**src/rtl/latch_change_fifo.sv**
```systemverilog
// Change-detecting sampler feeding a first-word-fall-through FIFO for the latch stage output.
// Optional drop counter enabled by defining LCF_DROP_CNT_EN.
module latch_change_fifo #(
    parameter int WIDTH = 4,
    parameter int DEPTH = 4
`ifdef LCF_DROP_CNT_EN
    ,parameter int CNT_W = 8
`endif
) (
    input  logic                   clk,
    input  logic                   rst,
    input  logic [WIDTH-1:0]       data_in,
    input  logic                   sample_en,
    output logic [WIDTH-1:0]       out_data,
    output logic                   out_valid,
    input  logic                   out_ready,
    output logic                   full,
    output logic [$clog2(DEPTH):0] level
`ifdef LCF_DROP_CNT_EN
    ,output logic [CNT_W-1:0]      drop_cnt
`endif
);

    localparam int AW = $clog2(DEPTH);

    logic [WIDTH-1:0] mem [DEPTH];
    logic [AW:0]      wr_ptr_reg;
    logic [AW:0]      rd_ptr_reg;
    logic [WIDTH-1:0] last_val_reg;
    logic             seen_reg;
    logic             empty;
    logic             push_req;
    logic             push;
    logic             pop;

    assign empty     = (wr_ptr_reg == rd_ptr_reg);
    assign full      = (wr_ptr_reg[AW-1:0] == rd_ptr_reg[AW-1:0]) &&
                       (wr_ptr_reg[AW] != rd_ptr_reg[AW]);
    assign level     = wr_ptr_reg - rd_ptr_reg;
    assign out_valid = !empty;
    assign out_data  = mem[rd_ptr_reg[AW-1:0]];

    // Full is judged on the registered state, so a same-edge pop never frees room for a push.
    assign push_req = sample_en && (!seen_reg || (data_in != last_val_reg));
    assign push     = push_req && !full;
    assign pop      = out_valid && out_ready;

    always_ff @(posedge clk or posedge rst) begin
        if (rst) begin
            last_val_reg <= '0;
            seen_reg     <= 1'b0;
            wr_ptr_reg   <= '0;
            rd_ptr_reg   <= '0;
        end else begin
            if (sample_en) begin
                last_val_reg <= data_in;
                seen_reg     <= 1'b1;
            end
            if (push)
                wr_ptr_reg <= wr_ptr_reg + 1'b1;
            if (pop)
                rd_ptr_reg <= rd_ptr_reg + 1'b1;
        end
    end

    // Storage carries no reset so it can map onto plain RAM.
    always_ff @(posedge clk) begin
        if (push)
            mem[wr_ptr_reg[AW-1:0]] <= data_in;
    end

`ifdef LCF_DROP_CNT_EN
    logic [CNT_W-1:0] drop_cnt_reg;

    always_ff @(posedge clk or posedge rst) begin
        if (rst)
            drop_cnt_reg <= '0;
        else if (push_req && full && (drop_cnt_reg != {CNT_W{1'b1}}))
            drop_cnt_reg <= drop_cnt_reg + 1'b1;
    end

    assign drop_cnt = drop_cnt_reg;
`endif

endmodule

```
**config.mk**
```make
export PLATFORM = sky130hd
export DESIGN_NAME = latch_change_fifo
export DESIGN_NICKNAME = d
export VERILOG_FILES = /design/src/rtl/latch_change_fifo.sv
export SDC_FILE = /design/constraint.sdc
export NUM_CORES = 1
export LEC_CHECK = 0
export CELL_PAD_IN_SITES_DETAIL_PLACEMENT = 0
export CELL_PAD_IN_SITES_GLOBAL_PLACEMENT = 1
export CORE_ASPECT_RATIO = 1.5
export CORE_UTILIZATION = 44
export CTS_CLUSTER_DIAMETER = 80
export DETAILED_ROUTE_END_ITERATION = 10
export PLACE_DENSITY_LB_ADDON = 0.1
export RECOVER_POWER = 50
export SETUP_SLACK_MARGIN = 0.2
export SKIP_LAST_GASP = 1
export SYNTH_ARGS = -nofsm -noshare
export SYNTH_HDL_FRONTEND = slang
export SYNTH_SLANG_ARGS = --single-unit
```
**constraint.sdc**
```tcl
create_clock -name clk -period 2.15 [get_ports clk]
set_input_delay 0.3225 -clock clk [delete_from_list [all_inputs] [get_ports clk]]
set_output_delay 0.3225 -clock clk [all_outputs]
set_load 0.02 [all_outputs]
```
==> results of run 1 <==
-- through the flow --
stage	setup WS [ns]	hold WS [ns]	std cells	total power (uW)
detailed placement	0.0927	0.447	141	2140
finish	0.258	0.468	145	2280
global route	0.177	0.482	145	2430
CTS	0.202	0.357	145	2330
global placement	0.100	0.443	141	2110
floorplan	0.407	0.175	77	1580
-- metal layers --
layer	global-route usage, %	vias up	routed length (microns)
met5	0	-	0
met4	11.4	0	60
met3	2.41	5	43
met2	25.4	12	1060
met1	19.3	335	843
li1	-	334	-
-- cell usage in the layout, fill, tap and decap left out, types with 2 or more instances in the layout --
master / synthesis / layout
clkbuf_2: 0 / 5
mux2_4: 2 / 2
xnor2_1: 5 / 5
buf_4: 0 / 8
nand3_1: 2 / 2
clkbuf_1: 0 / 4
dlygate4sd3_1: 0 / 6
ha_1: 7 / 7
nand2_1: 2 / 2
edfxtp_1: 16 / 16
xor2_1: 4 / 4
clkbuf_8: 0 / 3
mux2_2: 4 / 4
dfrtp_1: 11 / 11
mux4_2: 4 / 4
inv_1: 7 / 7
and2_2: 3 / 3
-- timing repair --
item / 4_1_cts / 5_1_grt
hold buffers: 0 / 0
pin swaps: 0 / 1
setup endpoints to repair: 9 / 6
gates resized for setup: 24 / 6
-- critical path, stage by stage, from the launching register on --
cell and delay, ns:
dfrtp_1 0.36, inv_1 0.06, ha_1 0.20, fa_1 0.38
xnor2_1 0.14, buf_4 0.16
-- final cells by class --
cell class / count / area [sq um]
sequential: 27 / 756
timing repair buffer: 28 / 206
inverter: 7 / 26.3
clock buffer: 3 / 41.3
multi-input combinational: 42 / 470
fill: 250 / 1150
clock inverter: 1 / 7.51
tap: 37 / 46.3
-- cell usage after synthesis --
| library cell | instances |
|---|---|
| ha_1 | 7 |
| or2_2 | 1 |
| nor3_4 | 1 |
| fa_1 | 1 |
| buf_2 | 1 |
| xor2_1 | 4 |
| inv_1 | 7 |
| edfxtp_1 | 16 |
| and2_1 | 1 |
| and2_2 | 3 |
| a211oi_2 | 1 |
| dfrtp_1 | 11 |
| xnor2_2 | 1 |
| mux2_2 | 4 |
| mux2_4 | 2 |
| nand2_1 | 2 |
| nand3_1 | 2 |
| o21ai_2 | 1 |
| nor2_1 | 1 |
| xnor2_1 | 5 |
| mux4_2 | 4 |
| a21oi_2 | 1 |
-- kinds of logic after synthesis --
| family | Yosys count |
|---|---|
| AND/OR/NAND/NOR | 11 |
| adder cells (fa/ha/maj) | 8 |
| buffers and inverters | 8 |
| multiplexers | 10 |
| XOR/XNOR | 10 |
| flip-flops | 27 |
| AO/OA/AOI/OAI | 3 |
-- report_power, final --
group	leakage, uW	internal [uW]	switching (uW)
Clock	0.0000217	132	167
Combinational	0.000340	570	646
Sequential	0.000272	693	67.2
-- worst max path at each step --
| stage | slack [ns] | to | depth (start not counted) |
|---|---|---|---|
| after floorplan | 0.41 | level[2] | 4 |
| after global placement | 0.10 | mem[0][1] | 5 |
| after detailed placement | 0.09 | mem[1][0] | 5 |
| after CTS | 0.20 | out_data[2] | 3 |
| after global routing | 0.18 | level[2] | 5 |
| final | 0.26 | level[2] | 5 |
==> summary.txt, run 1 <==
Timing
  – Slew HR: 68.8%
  – Final cycle utilization of the critical path: 88.0%
  – Least-Margin Pin Slew: 0.467 ns
  – Max Clock Freq: 529 MHz
  – Sum Neg Setup Slack: 0 ns
  – Final Setup Violations: 0
  – Crit path time final: 1.89 ns
  – Clk_skew: 0.00153 ns
  – RSZ-0062 raised after global routing: yes
  – Slew Viols, Final: 0
  – Fin. Hold Viols: 0

Logic synthesis
  – Top cells by area, synth: edfxtp_1, dfrtp_1, mux4_2
  – Mapped Nets: 93
  – Mean post-synth cell area: 16.3 sq um
  – Post-Syn Instances: 77
  – Cell taking the most area after synthesis: edfxtp_1
  – Synth unique cells: 22
  – Post-Synth XOR/XNOR Area: 7.56%
  – Compound-Gate Fraction of Synth Area: 2.39%
  – Multiplexer share of the synthesized area: 13.1%
  – #FFs+latches synth: 27
  – Synth warnings: 0
  – Synth Area in Adders: 8.56%
  – Top-area cell type share of the netlist area: 38.2%
  – Sequential-to-total area share from yosys stat: 60.1%
  – Main combinational cell family by area after synthesis: multiplexers
  – Synth Area in Simple Gates: 5.77%
  – Syn Std Cell Area: 1260 sq um

Route
  – Routed len/inst: 13.8 microns
  – DR iter-0 viols: 10
  – Vias per inst: 4.73
  – Detail Route Antenna Nets: 0
  – Routed via count: 686
  – DRC Markers: 0
  – Overall routed net length: 2.01 mm
  – TritonRoute pass-1 iters: 2

Placement
  – I/O Buffers: 16
  – Placer Congestion: 0.695
  – Dpl cell area: 1550 sq um
  – Post-DP HPWL: 1.59 mm

Floorplanning
  – Die Width: 45.7 microns
  – DIE HEIGHT: 67.5 microns
  – Core box area: 2710 sq um
  – Initial Util: 46.5%
  – # IOs: 17
  – Die ar.: 3080 sq um
  – # rows: 23

Layout
  – Final Instance Area: 1550 sq um
  – Util after Layout: 57.4%
  – Area growth from synthesis to layout: 23.6%
  – Layout cells sized above 1: 36.1%
  – Largest register FFs: 16
  – Nets: 125
  – # diodes: 0

Hold path
  – Hold path cells: 1
  – Min-Delay Path Class: reg -> reg
  – Worst hold start: seen_reg
  – WHS Endpoint: seen_reg

Worst setup path
  – R2r endpoint: mem[0][1]
  – Crit path from: wr_ptr_reg[0]
  – Setup crit end kind: primary output
  – Reg-to-reg slack, setup: 0.35 ns
  – WP data required: 1.83 ns
  – Critical path class: reg -> out
  – Arrival @ worst endpoint: 1.57 ns
  – CP Launch Type: flip-flop
  – Crit Path Max Fanout: 2
  – Reg2Reg Depth: 6
  – Worst reg2reg startpoint: wr_ptr_reg[1]

Clocking
  – Setup bufs post-CTS: 0
  – Total CTS buffers: 3
  – Reg clk slew, reported paths: 0.09 ns
  – Clock sink total: 27
  – Max Buffers Root-to-Sink: 2
  – H-tree depth: 1
  – CTS root buf: clkbuf_8
  – TritonCTS clock tree: built
  – Worst-Skew Late Latency: 0.28 ns

Global routing
  – First-pass GRT wire length: 3.21 mm
  – Vias in the first global route: 653
  – Total GRT Usage: 16.0%
  – Pin count of the biggest net entering global routing: 17
  – Initial antenna violation count: 0
  – GRT Residual Overflow: 0

Power
  – Leak: 0.000633 uW
  – Peak supply drop: 1270 uV
  – Power Dens Cells: 1460 nW/um^2

Status
  – Status: finished, final reports clean

Job
  – Max cap viols: 0
Power figures use the tool's default switching activity.
==> run 2: changes to the inputs <==
==> constraint.sdc (replaced) <==
create_clock -name clk -period 2.15 [get_ports clk]
set_input_delay 0.5375 -clock clk [delete_from_list [all_inputs] [get_ports clk]]
set_output_delay 0.5375 -clock clk [all_outputs]
set_load 0.02 [all_outputs]
==> summary.txt, run 2 (same netlist as run 1, synthesis figures left out) <==
Clocking
  – Reg clk slew, reported paths: 0.09 ns (about the same)
  – Total CTS buffers: 3 (unchanged)
  – H-tree depth: 1 (unchanged)
  – Worst-Skew Late Latency: 0.27 ns (was 0.28 ns)
  – TritonCTS clock tree: built (unchanged)
  – Max Buffers Root-to-Sink: 2 (unchanged)
  – CTS root buf: clkbuf_8 (unchanged)
  – Post-CTS Hold Buffers: 0 (unchanged)
  – Clock sink total: 27 (unchanged)

Floorplanning
  – Die ar.: 3080 sq um (unchanged)
  – Initial Util: 46.5% (unchanged)
  – DIE HEIGHT: 67.5 microns (unchanged)
  – Die Width: 45.7 microns (unchanged)
  – # IOs: 17 (unchanged)
  – # rows: 23 (unchanged)
  – Core box area: 2710 sq um (unchanged)

Layout
  – Area growth from synthesis to layout: 34.0% (was 23.6%)
  – Largest register FFs: 16 (unchanged)
  – Most frequent cells in the layout: edfxtp_1, buf_4, dfrtp_1 (was edfxtp_1, dfrtp_1, buf_4)
  – Util after Layout: 62.3% (was 57.4%)
  – Nets: 133 (was 125)
  – Layout cells sized above 1: 44.8% (was 36.1%)
  – # diodes: 0 (unchanged)
  – Leading cell type in the layout, fill and taps excluded: edfxtp_1 (unchanged)

Worst setup path
  – Setup crit end kind: primary output (unchanged)
  – Reg-to-reg slack, setup: 0.40 ns (was 0.35 ns)
  – Crit path from: wr_ptr_reg[0] (unchanged)
  – Worst reg2reg startpoint: wr_ptr_reg[1] (unchanged)
  – Setup crit end: level[1] (was level[2])
  – CP Launch Type: flip-flop (unchanged)
  – Reg2Reg Depth: 8 (was 6)
  – Delay-heaviest family, CP: adder cells (unchanged)
  – WP data required: 1.61 ns (was 1.83 ns)
  – Crit Path Max Fanout: 2 (unchanged)
  – Worst path max stage delay: 0.52 ns (was 0.38 ns)
  – Crit path cell chain: inv_2 -> ha_2 -> fa_2 -> inv_1 -> buf_6 (was inv_1 -> ha_1 -> fa_1 -> xnor2_1 -> buf_4)
  – CP Buf/Inv Count: 3 (was 2)
  – CP max stage cell: fa_2 (was fa_1)
  – CP Depth: 5 (unchanged)
  – Arrival @ worst endpoint: 1.55 ns (was 1.57 ns)
  – Critical path class: reg -> out (unchanged)
  – R2r endpoint: wr_ptr_reg[1] (was mem[0][1])

Placement
  – I/O Buffers: 16 (unchanged)
  – Setup WS pre-CTS: -0.162 ns (was 0.0927 ns)
  – Post-DP HPWL: 1.56 mm (was 1.59 mm)
  – Placer Congestion: 0.704 (was 0.695)

Route
  – Routed len/inst: 13.3 microns (was 13.8 microns)
  – DR iter-0 viols: 6 (was 10)
  – DRC Markers: 0 (unchanged)
  – Routed via count: 716 (was 686)
  – Vias per inst: 4.68 (was 4.73)
  – Detail Route Antenna Nets: 0 (unchanged)
  – Overall routed net length: 2.03 mm (was 2.01 mm)
  – TritonRoute pass-1 iters: 3 (was 2)

Global routing
  – Vias in the first global route: 710 (was 653)
  – Total GRT Usage: 15.9% (was 16.0%)
  – GRT Residual Overflow: 0 (unchanged)
  – First-pass GRT wire length: 3.31 mm (was 3.21 mm)
  – Initial antenna violation count: 0 (unchanged)
  – Pin count of the biggest net entering global routing: 16 (was 17)

Power
  – Leak: 0.000688 uW (was 0.000633 uW)
  – Design Power: 2630 uW (was 2280 uW)
  – Peak supply drop: 1230 uV (was 1270 uV)
  – P_int: 1670 uW (was 1400 uW)
  – Switching power: 952 uW (was 880 uW)
  – Power Dens Cells: 1560 nW/um^2 (was 1460 nW/um^2)
  – Share of total power in combinational logic: 59.9% (was 53.5%)
  – Sw Share: 36.2% (was 38.7%)
  – Clock power frac: 10.5% (was 13.1%)
  – Sequential Power Share: 29.5% (was 33.4%)

Status
  – Status: finished, final reports clean (unchanged)

Hold path
  – Min-Delay Path Class: reg -> reg (unchanged)
  – Worst hold start: seen_reg (unchanged)

Timing
  – Final cycle utilization of the critical path: 97.2% (was 88.0%)
  – Final Setup Violations: 0 (unchanged)
  – Min Hold Slack: 0.471 ns (was 0.468 ns)
  – Slew Viols, Final: 0 (unchanged)
  – Least-Margin Pin Slew: 0.430 ns (was 0.467 ns)
  – Slew HR: 71.3% (was 68.8%)
  – RSZ-0062 raised after global routing: yes (unchanged)
  – Max Clock Freq: 478 MHz (was 529 MHz)
  – Sum Neg Setup Slack: 0 ns (unchanged)
  – Fin. Hold Viols: 0 (unchanged)
  – Crit path time final: 2.09 ns (was 1.89 ns)
  – Post-route worst setup slack: 0.0596 ns (was 0.258 ns)
  – Clk_skew: 0.00654 ns (was 0.00153 ns)

Job
  – Max cap viols: 0 (unchanged)
## run 2: changes by cell type in the layout (fill, tap and decap cells not counted), sizes merged
cell           previous run  this run
buf                      10        23
clkbuf                   12         9
clkdlybuf4s15             1         0
clkinv                    0         1
clkinvlp                  1         0
dlygate4sd2               1         0
## run 2: worst min path at each step
stage | end | slack [ns] | depth (start not counted)
6_report | seen_reg | 0.47 | 1
5_1_grt | seen_reg | 0.49 | 1
4_1_cts | seen_reg | 0.47 | 1
3_5_place_dp | seen_reg | 0.45 | 1
3_3_place_gp | seen_reg | 0.44 | 1
2_1_floorplan | last_val_reg[0] | 0.39 | 1
## run 2: layout make-up
class                   count  area, sq um
fillers                   223         1020
flip-flops and latches     27          756
multi-input cells          42          507
repair buffers             36          304
well taps                  37         46.3
clock buffers               3         41.3
inverters                   7         26.3
clock inverters             1         5.00
## run 2: timing repair
item / CTS / global route
endpoints found under the setup margin: 9 / 9
cloned: 0 / 0
buffers inserted: 2 / 2
resized for setup: 40 / 18
pin swaps: 0 / 2
## run 2: power by group through the flow
| stage | sequential, uW | combinational, uW | clock (uW) |
|---|---|---|---|
| 3_5_place_dp | 768 | 1460 | 0 |
| 6_report | 776 | 1570 | 277 |
| 5_1_grt | 791 | 1710 | 305 |
| 3_3_place_gp | 764 | 1440 | 0 |
| 4_1_cts | 759 | 1400 | 288 |
| 2_1_floorplan | 779 | 833 | 0 |
## run 2: through the flow
step | cells | area, sq um
final | 153 | 1690
after global routing | 153 | 1690
after CTS | 151 | 1630
after detailed placement | 145 | 1590
after global placement | 145 | 1590
after floorplan | 77 | 1260
## run 2: per-layer routing
metal	up-vias	part of all wire, %	global-route usage, %
met4	0	1.9	7.95
met3	5	2.1	2.41
met5	-	0	0
met2	12	56	26.6
li1	350	-	-
met1	349	40	19.3
==> run 3: changes to the inputs <==
CTS_CLUSTER_DIAMETER = 150   (was 80)
==> results of run 3 <==
Final layout, timing and power as in run 2 (identical DEF).
